`config.mk`:
```
export PLATFORM = sky130hd
export DESIGN_NAME = div16
export DESIGN_NICKNAME = d
export VERILOG_FILES = /design/src/rtl/fft_pkg.sv /design/src/rtl/tc2mag.sv /design/src/rtl/div16.sv
export SDC_FILE = /design/constraint.sdc
export NUM_CORES = 1
export LEC_CHECK = 0
export CELL_PAD_IN_SITES_DETAIL_PLACEMENT = 1
export CELL_PAD_IN_SITES_GLOBAL_PLACEMENT = 1
export CORE_MARGIN = 5
export CORE_UTILIZATION = 46
export CTS_CLUSTER_DIAMETER = 80
export DETAILED_ROUTE_END_ITERATION = 7
export GPL_TIMING_DRIVEN = 0
export PLACE_DENSITY = 0.81
export SYNTH_ARGS = -nofsm -noshare
export SYNTH_HDL_FRONTEND = slang
export SYNTH_SLANG_ARGS = --single-unit
export TNS_END_PERCENT = 5
```
`constraint.sdc`:
```
create_clock -name clk -period 6.9 [get_ports clk]
set_input_delay 1.725 -clock clk [delete_from_list [all_inputs] [get_ports clk]]
set_output_delay 1.725 -clock clk [all_outputs]
set_load 0.05 [all_outputs]
```
`src/rtl/fft_pkg.sv`:
```
// Shared defaults and state encoding for the div16 fixed-point divider.
`default_nettype none

package fft_pkg;

  localparam int DW_DEFAULT   = 17;
  localparam int CW_DEFAULT   = 8;
  localparam int FRAC_DEFAULT = 6;

  typedef enum logic [2:0] {
    S_IDLE = 3'd0,
    S_MAG  = 3'd1,
    S_CALC = 3'd2,
    S_FIX  = 3'd3,
    S_DONE = 3'd4
  } div16_state_t;

endpackage

`default_nettype wire

```
`src/rtl/tc2mag.sv`:
```
// Two's-complement to full-width unsigned magnitude; the most negative code maps exactly.
`default_nettype none

module tc2mag #(
  parameter int W = 8
) (
  input  logic [W-1:0] val,
  output logic [W-1:0] mag,
  output logic         neg
);

  assign neg = val[W-1];
  assign mag = neg ? -val : val;

endmodule

`default_nettype wire

```
`src/rtl/div16.sv`:
```
// Signed fixed-point divider q = (a << FRAC) / b, restoring, one quotient bit per cycle.
// Define DIV16_ROUND_EN for round-half-away-from-zero via one extra guard bit.
`default_nettype none

module div16
  import fft_pkg::*;
#(
  parameter int DW   = DW_DEFAULT,
  parameter int CW   = CW_DEFAULT,
  parameter int FRAC = FRAC_DEFAULT
) (
  input  logic          clk,
  input  logic          rst,
  input  logic          in_valid,
  output logic          in_ready,
  input  logic [DW-1:0] in_17bit,
  input  logic [CW-1:0] in_8bit,
  output logic          out_valid,
  input  logic          out_ready,
  output logic [DW-1:0] out,
  output logic          ovf,
  output logic          div_zero
);

`ifdef DIV16_ROUND_EN
  localparam int SH = FRAC + 1;
`else
  localparam int SH = FRAC;
`endif
  localparam int QW   = DW + FRAC;
  localparam int NB   = DW + SH;
  localparam int CNTW = $clog2(NB + 1);
  localparam logic [DW-1:0] MAXP = {1'b0, {(DW-1){1'b1}}};
  localparam logic [DW-1:0] MINN = {1'b1, {(DW-1){1'b0}}};

  div16_state_t state, state_nxt;

  logic [DW-1:0]   a_reg;
  logic [CW-1:0]   b_reg;
  logic [CW-1:0]   mag_b_r;
  logic [CW-1:0]   rem;
  logic [NB-1:0]   quo;
  logic [CNTW-1:0] cnt;
  logic            sign;
  logic            a_neg;
  logic            zwait;

  logic [DW-1:0] mag_a_w;
  logic [CW-1:0] mag_b_w;
  logic          a_neg_w;
  logic          b_neg_w;

  tc2mag #(.W(DW)) u_mag_a (.val(a_reg), .mag(mag_a_w), .neg(a_neg_w));
  tc2mag #(.W(CW)) u_mag_b (.val(b_reg), .mag(mag_b_w), .neg(b_neg_w));

  logic [CW:0]   trial;
  logic [CW-1:0] diff;
  logic          ge;
  logic [QW-1:0] qmag;
  logic [DW-1:0] qlow;
  logic          sat;

  assign trial = {rem, quo[NB-1]};
  assign ge    = trial >= {1'b0, mag_b_r};
  assign diff  = trial[CW-1:0] - mag_b_r;

`ifdef DIV16_ROUND_EN
  assign qmag = quo[NB-1:1] + {{(QW-1){1'b0}}, quo[0]};
`else
  assign qmag = quo;
`endif
  assign qlow = qmag[DW-1:0];
  assign sat  = qmag > {{FRAC{1'b0}}, MAXP};

  assign in_ready  = (state == S_IDLE);
  assign out_valid = (state == S_DONE);

  always_ff @(posedge clk) begin
    if (rst) state <= S_IDLE;
    else     state <= state_nxt;
  end

  always_comb begin
    state_nxt = state;
    case (state)
      S_IDLE: if (in_valid) state_nxt = S_MAG;
      S_MAG:  state_nxt = (mag_b_w == '0) ? S_FIX : S_CALC;
      S_CALC: if (cnt == CNTW'(NB - 1)) state_nxt = S_FIX;
      // Divide-by-zero holds FIX one extra cycle for a fixed 3-cycle latency.
      S_FIX:  if (!(div_zero && !zwait)) state_nxt = S_DONE;
      S_DONE: if (out_ready) state_nxt = S_IDLE;
      default: state_nxt = S_IDLE;
    endcase
  end

  always_ff @(posedge clk) begin
    if (rst) begin
      a_reg    <= '0;
      b_reg    <= '0;
      mag_b_r  <= '0;
      rem      <= '0;
      quo      <= '0;
      cnt      <= '0;
      sign     <= 1'b0;
      a_neg    <= 1'b0;
      zwait    <= 1'b0;
      out      <= '0;
      ovf      <= 1'b0;
      div_zero <= 1'b0;
    end else begin
      case (state)
        S_IDLE: begin
          if (in_valid) begin
            a_reg <= in_17bit;
            b_reg <= in_8bit;
          end
        end
        S_MAG: begin
          quo      <= {mag_a_w, {SH{1'b0}}};
          mag_b_r  <= mag_b_w;
          sign     <= a_neg_w ^ b_neg_w;
          a_neg    <= a_neg_w;
          div_zero <= (mag_b_w == '0);
          rem      <= '0;
          cnt      <= '0;
          zwait    <= 1'b0;
        end
        S_CALC: begin
          rem <= ge ? diff : trial[CW-1:0];
          quo <= {quo[NB-2:0], ge};
          cnt <= cnt + 1'b1;
        end
        S_FIX: begin
          zwait <= 1'b1;
          if (div_zero) begin
            out <= a_neg ? MINN : MAXP;
            ovf <= 1'b0;
          end else if (sat) begin
            out <= sign ? MINN : MAXP;
            ovf <= 1'b1;
          end else begin
            out <= sign ? -qlow : qlow;
            ovf <= 1'b0;
          end
        end
        default: ;
      endcase
    end
  end

endmodule

`default_nettype wire

```
==> results by group, run 1 <==
Run status
  – Outcome: complete, no violations

Layout
  – Post-route design area: 6150 µm²
  – Diode count: 0
  – Number of flip-flops in the largest register: 23
  – Filler cell count: 1346
  – Layout area overhead: 18.6%
  – Final #Nets: 757
  – Fraction of layout cells with a size suffix above 1: 0.0599
  – Register area: 1880 µm²
  – Most common cell after layout, fill and taps aside: dfxtp_1
  – Commonest cells after routing, fill and taps aside: dfxtp_1, nand2_1, nor2_1
  – Footprint of the multi-input gates: 3020 µm²
  – Utilization after layout: 0.562

Synth
  – Sequential share of the synthesized area: 0.363
  – #FFs+latches synth: 94
  – Post-synthesis xor/xnor area fraction: 0.0389
  – Leading area contributor after synthesis: dfxtp_1
  – Ys flop type: dfxtp_1
  – Simple-Gate Fraction of Synth Area: 0.229
  – Mapped cell area: 5180 µm²
  – YS warnings: 0
  – Post-synth EDFFs: 0
  – Yosys top cell area share: 0.363
  – Largest family of logic cells by synthesized area: compound AO/OA/AOI/OAI gates
  – Post-Syn Nets: 698
  – FFs w/ async S/R, synth: 0
  – Compound-cell area share of the yosys netlist: 0.244
  – Synthesized instance count: 654
  – Synth top area cells: dfxtp_1, nand2_1, a21oi_1
  – Synth Area in Adders: 0.0377
  – Synth unique cells: 66
  – Syn avg cell area: 7.92 µm²
  – Post-synthesis mux area share: 0.0331

Timing
  – Final WS setup: 2.99 ns
  – Final count of hold timing violations: 0
  – Minimum clock period after layout: 3.91 ns
  – FMAX: 256 MHz
  – Clock Skews: 0.00909 ns
  – Worst Tran Pin Value: 0.862 ns
  – Final setup vio count: 0
  – Max-slew violations: 0
  – Max transition margin: 0.421
  – Sum Neg Setup Slack: 0 ns
  – RSZ-0062 raised after global routing: false
  – Tcrit/Tclk final: 0.567

Min path
  – Type of the most critical hold path: reg -> reg
  – Worst hold path depth: 2

Setup path
  – Slowest CP cell: clkdlybuf4s50_1
  – Critical path required time: 5.18 ns
  – Critical path launch point: state[2]
  – CP arrival: 2.19 ns
  – Reg2reg path depth: 9
  – CP peak stage delay: 0.85 ns
  – R2r setup slk: 4.35 ns
  – Setup Crit Path Kind: reg -> out
  – Reg-to-reg startpoint: qmag[0]
  – Max FO, Critical Path: 10
  – Critical path endpoint: out_valid
  – Cells along the critical path: clkbuf_1 -> nor3b_1 -> clkdlybuf4s50_1
  – Crit start category: flop
  – Worst R2R End: out[3]
  – Crit end category: output pin

Pwr
  – Leakage Power: 2.20 nW
  – Pwr Total: 2.76 mW
  – Sequential Power Share: 0.269
  – Sw Pwr: 1.26 mW
  – Combinational power share: 0.542
  – Int Power: 1.50 mW
  – Clock network fraction of total power: 0.189
  – Sw frac: 0.457
  – VDD IR-drop max: 0.374 mV
  – Pwr/cell area: 449 nW/µm²

Drt
  – DRT Wirelength: 16.0 mm
  – M1 WL: 7.13 mm
  – DR vias: 4999
  – Initial DRC Count: 274
  – WL per Instance: 18.6 µm
  – Top sig layer: met4
  – 1st-pass router iterations: 4
  – DR vias/cell: 5.83
  – WL met2: 7.82 mm
  – DRC errors left: 0
  – Antenna Nets Post-Route: 0
  – Met3 WL: 644 µm

Place
  – Post-DP HPWL: 12.1 mm
  – Pre-CTS setup slack: 3.28 ns
  – Placed inst area: 5840 µm²
  – GPL Wtd Cong: 0.865
  – Number of buffers added on ports: 48

Clock tree
  – Clock tree buffer depth: 2
  – Clock Pin Slew Worst Setup and Hold Paths: 0.07 ns
  – H-tree levels: 3
  – Inserted Clock Buffers: 9
  – Post-CTS Setup Bufs: 0
  – Clock Root Buffer: clkbuf_16
  – Worst-Skew Late Latency: 0.36 ns
  – Post-CTS resize count: 0
  – CTS sink count: 94
  – CTS tree: built
  – # hold bufs at CTS: 0

Floorplanning
  – Io pins: 50
  – Die Wd: 116 µm
  – Starting Density: 0.474
  – # rows: 38
  – Height of the die: 116 µm
  – Die area: 13500 µm²
  – Core Region: 10900 µm²

Global route
  – Global-route wire length before repair: 26.4 mm
  – Largest net degree at the start of global routing: 16
  – Gr usage total: 0.249
  – GRT overflow: 0
  – Initial antenna violation count: 0
  – Number of global-route vias before repair: 5219

Run
  – Max-capacitance violation count: 0
==> cell families after synthesis <==
group	Yosys count
adders and majority gates	15
and+or+nand+nor	246
xor gates and xnor gates	23
DFF	94
buffers and inverters	67
muxes	17
AOI/OAI and AO/OA	192
==> power groups by stage <==
stage	Clock, mW	Combinational [mW]	Sequential [mW]
global placement	0	1.43	0.744
global route	0.551	1.64	0.757
CTS	0.526	1.49	0.741
finish	0.523	1.50	0.742
detailed placement	0	1.48	0.752
floorplan	0	1.07	0.752
==> synth_stat cells (all sizes together), types with 6 or more instances <==
master   number
dfxtp        94
xor2          9
clkbuf       36
nand2b        7
or4           6
o21ai        31
a21oi        63
nor3         17
a22oi        19
nor3b         6
xnor2        14
mux2i        16
o2bb2ai       7
a211oi       11
o22ai        13
or3           6
nand4         6
buf          10
nor2         68
nor2b        10
inv          21
nand2        92
nand3         7
ha           14
==> routing by layer <==
layer | up-vias | GRT usage
met5 | - | 0
met4 | 0 | 0.0874
met3 | 29 | 0.0347
met2 | 110 | 0.446
met1 | 2403 | 0.306
li1 | 2457 | -
==> through the flow <==
stage | hold WS (ns) | cells
global route | 0.503 | 858
CTS | 0.460 | 858
global placement | 0.435 | 842
floorplan | 0.431 | 654
finish | 0.456 | 858
detailed placement | 0.450 | 842
==> layout make-up <==
class,count,area share
plain buffers,46,0.0330
clock buffers,11,0.0411
clock inverters,5,0.00916
inverters,21,0.0128
multi-input cells,493,0.491
flip-flops and latches,94,0.306
well taps,140,0.0285
repair buffers,48,0.0782
==> worst max-delay path, delay by kind of cell, from the launching register on <==
family                 cells  cell delay [ns]
buffers and inverters      2             1.23
and+or+nand+nor            1             0.28
DFF                        1             0.32
==> how the worst min path moves through the flow <==
stage / slack [ns] / startpoint / to
6_report: 0.46 / out[2] / out[2]
3_3_place_gp: 0.43 / out[2] / out[2]
5_1_grt: 0.50 / out[2] / out[2]
2_1_floorplan: 0.43 / zwait / zwait
3_5_place_dp: 0.45 / out[2] / out[2]
4_1_cts: 0.46 / out[2] / out[2]
(Power assumes the default switching activity.)
==> run 2, diff against run 1 <==
--- a/config.mk
+++ b/config.mk
@@ -8,11 +8,11 @@
 export CELL_PAD_IN_SITES_DETAIL_PLACEMENT = 1
 export CELL_PAD_IN_SITES_GLOBAL_PLACEMENT = 1
 export CORE_MARGIN = 5
-export CORE_UTILIZATION = 46
+export CORE_UTILIZATION = 39
 export CTS_CLUSTER_DIAMETER = 80
 export DETAILED_ROUTE_END_ITERATION = 7
 export GPL_TIMING_DRIVEN = 0
-export PLACE_DENSITY = 0.81
+export PLACE_DENSITY = 0.73
 export SYNTH_ARGS = -nofsm -noshare
 export SYNTH_HDL_FRONTEND = slang
 export SYNTH_SLANG_ARGS = --single-unit
==> constraint.sdc (replaced) <==
create_clock -name clk -period 3.3 [get_ports clk]
set_input_delay 0.825 -clock clk [delete_from_list [all_inputs] [get_ports clk]]
set_output_delay 0.825 -clock clk [all_outputs]
set_load 0.05 [all_outputs]
==> results by group, run 2 (synthesis results as in run 1) <==
Run status
  – Outcome: complete, no violations

Setup path
  – Max FO, Critical Path: 10 (unchanged)
  – Slowest CP cell: clkdlybuf4s50_1
  – CP arrival: 2.20 ns (about the same)
  – Crit end category: output pin
  – Cells along the critical path: clkbuf_1 -> nor3b_1 -> clkdlybuf4s50_1
  – Setup Crit Path Kind: reg -> out
  – Critical path required time: 2.47 ns (-2.71 ns)
  – CP peak stage delay: 0.85 ns (about the same)
  – Crit start category: flop
  – R2r setup slk: 0.74 ns (-3.61 ns)

Timing
  – Max-slew violations: 0 (unchanged)
  – Tcrit/Tclk final: 0.917
  – Hold WS: 0.446 ns (-0.0102 ns)
  – Worst Tran Pin Value: 0.830 ns (-0.0325 ns)
  – Sum Neg Setup Slack: 0 ns (unchanged)
  – RSZ-0062 raised after global routing: false
  – Max transition margin: 0.443 (+0.0219)
  – FMAX: 330 MHz
  – Final count of hold timing violations: 0 (unchanged)
  – Clock Skews: 0.00861 ns (-0.000480 ns)
  – Final WS setup: 0.273 ns (-2.72 ns)
  – Final setup vio count: 0 (unchanged)
  – Minimum clock period after layout: 3.03 ns

Clock tree
  – CTS sink count: 94 (unchanged)
  – Post-CTS Setup Bufs: 0 (unchanged)
  – Clock Root Buffer: clkbuf_16
  – Inserted Clock Buffers: 9 (unchanged)
  – Clock Pin Slew Worst Setup and Hold Paths: 0.07 ns (about the same)
  – CTS tree: built
  – Worst-Skew Late Latency: 0.35 ns (about the same)
  – # hold bufs at CTS: 0 (unchanged)
  – Clock tree buffer depth: 2 (unchanged)
  – Post-CTS resize count: 0 (unchanged)
  – H-tree levels: 3 (unchanged)

Global route
  – Initial antenna violation count: 0 (unchanged)
  – Number of global-route vias before repair: 5080 (-2.7%)
  – Global-route wire length before repair: 26.6 mm (+0.89%)
  – Largest net degree at the start of global routing: 15 (-1)
  – Gr usage total: 0.206 (-0.0431)
  – GRT overflow: 0 (unchanged)

Layout
  – Post-route design area: 6200 µm² (+0.88%)
  – Utilization after layout: 0.472 (-0.0901)
  – Layout Cells excl Fill: 894 (+4.2%)
  – Number of flip-flops in the largest register: 23 (unchanged)
  – Diode count: 0 (unchanged)
  – Fraction of layout cells with a size suffix above 1: 0.0557 (-0.00418)
  – Commonest cells after routing, fill and taps aside: dfxtp_1, nand2_1, nor2_1
  – Layout area overhead: 19.7%
  – Final #Nets: 757 (unchanged)
  – Most common cell after layout, fill and taps aside: dfxtp_1

Drt
  – DRT Wirelength: 15.9 mm (-0.15%)
  – DR vias: 4955 (-0.88%)
  – Antenna Nets Post-Route: 0 (unchanged)
  – WL per Instance: 17.8 µm (-4.2%)
  – 1st-pass router iterations: 4 (unchanged)
  – Initial DRC Count: 262 (-4.4%)
  – DR vias/cell: 5.54 (-4.9%)
  – DRC errors left: 0 (unchanged)

Place
  – Cell count after placement: 878 (+4.3%)
  – Post-DP HPWL: 12.2 mm (+0.31%)
  – Placed inst area: 5880 µm² (+0.77%)
  – GPL Wtd Cong: 0.852 (-1.5%)
  – Number of buffers added on ports: 48 (unchanged)
  – Pre-CTS setup slack: 0.493 ns (-2.79 ns)

Pwr
  – VDD IR-drop max: 0.341 mV (-8.9%)
  – Pwr/cell area: 937 nW/µm² (+110%)
  – Leakage Power: 2.20 nW (about the same)
  – Combinational power share: 0.538 (-0.004)
  – Int Power: 3.19 mW (+110%)
  – Sequential Power Share: 0.267 (-0.002)
  – Sw Pwr: 2.62 mW (+110%)
  – Clock network fraction of total power: 0.196 (+0.007)
  – Sw frac: 0.451 (-0.00620)
  – Pwr Total: 5.81 mW (+110%)

Floorplanning
  – # rows: 42 (+11%)
  – Height of the die: 125 µm (+7.9%)
  – Starting Density: 0.394 (-0.0794)
  – Die area: 15700 µm² (+16%)
  – Io pins: 50 (unchanged)
  – Die Wd: 125 µm (+7.9%)
  – Core Region: 13100 µm² (+20%)

Run
  – Max-capacitance violation count: 0 (unchanged)

Min path
  – Type of the most critical hold path: reg -> reg
[run 2: changes by cell type in the layout (fill, tap and decap cells not counted)]
cell / before / now
clkinv_2: 2 / 0
bufinv_16: 1 / 2
clkbuf_8: 2 / 1
clkbuf_1: 35 / 38
inv_6: 1 / 0
[run 2: power by group through the flow]
stage	registers [mW]	clock network, mW	logic (mW)
after detailed placement	1.58	0	3.10
after global placement	1.56	0	3.00
after floorplan	1.57	0	2.24
final	1.55	1.14	3.12
after global routing	1.58	1.20	3.45
after CTS	1.55	1.16	3.13
[run 2: layout make-up]
| cell class | instances | area (µm²) |
|---|---|---|
| Clock buffer | 13 | 250 |
| Multi-Input combinational cell | 493 | 3020 |
| Inverter | 21 | 78.8 |
| Fill cell | 1631 | 6940 |
| Timing Repair Buffer | 48 | 480 |
| Tap cell | 176 | 220 |
| Sequential cell | 94 | 1880 |
| Buffer | 46 | 203 |
| Clock inverter | 3 | 67.6 |
[run 2: path summary, 6_finish.rpt]
kind                  from   endpoint  cells after the start
setup / recovery  state[2]  out_valid                      3
hold / removal      out[2]     out[2]                      2
setup reg to reg  qmag[11]     out[3]                      9
hold reg to reg     out[2]     out[2]                      2
[run 2: critical path, delay by kind of cell, from the launching register on]
| kind | cells | cell delay, ns |
|---|---|---|
| buffers and inverters | 2 | 1.23 |
| DFF | 1 | 0.33 |
| and+or+nand+nor | 1 | 0.29 |
[run 2: metal layers]
| metal | routed length (µm) | part of all wire | up-vias | track usage |
|---|---|---|---|---|
| met5 | 0 | 0 | - | 0 |
| met1 | 7360 | 0.46 | 2380 | 0.270 |
| met4 | 319 | 0.020 | 0 | 0.0689 |
| li1 | - | - | 2464 | - |
| met3 | 639 | 0.040 | 19 | 0.0345 |
| met2 | 7620 | 0.48 | 92 | 0.345 |
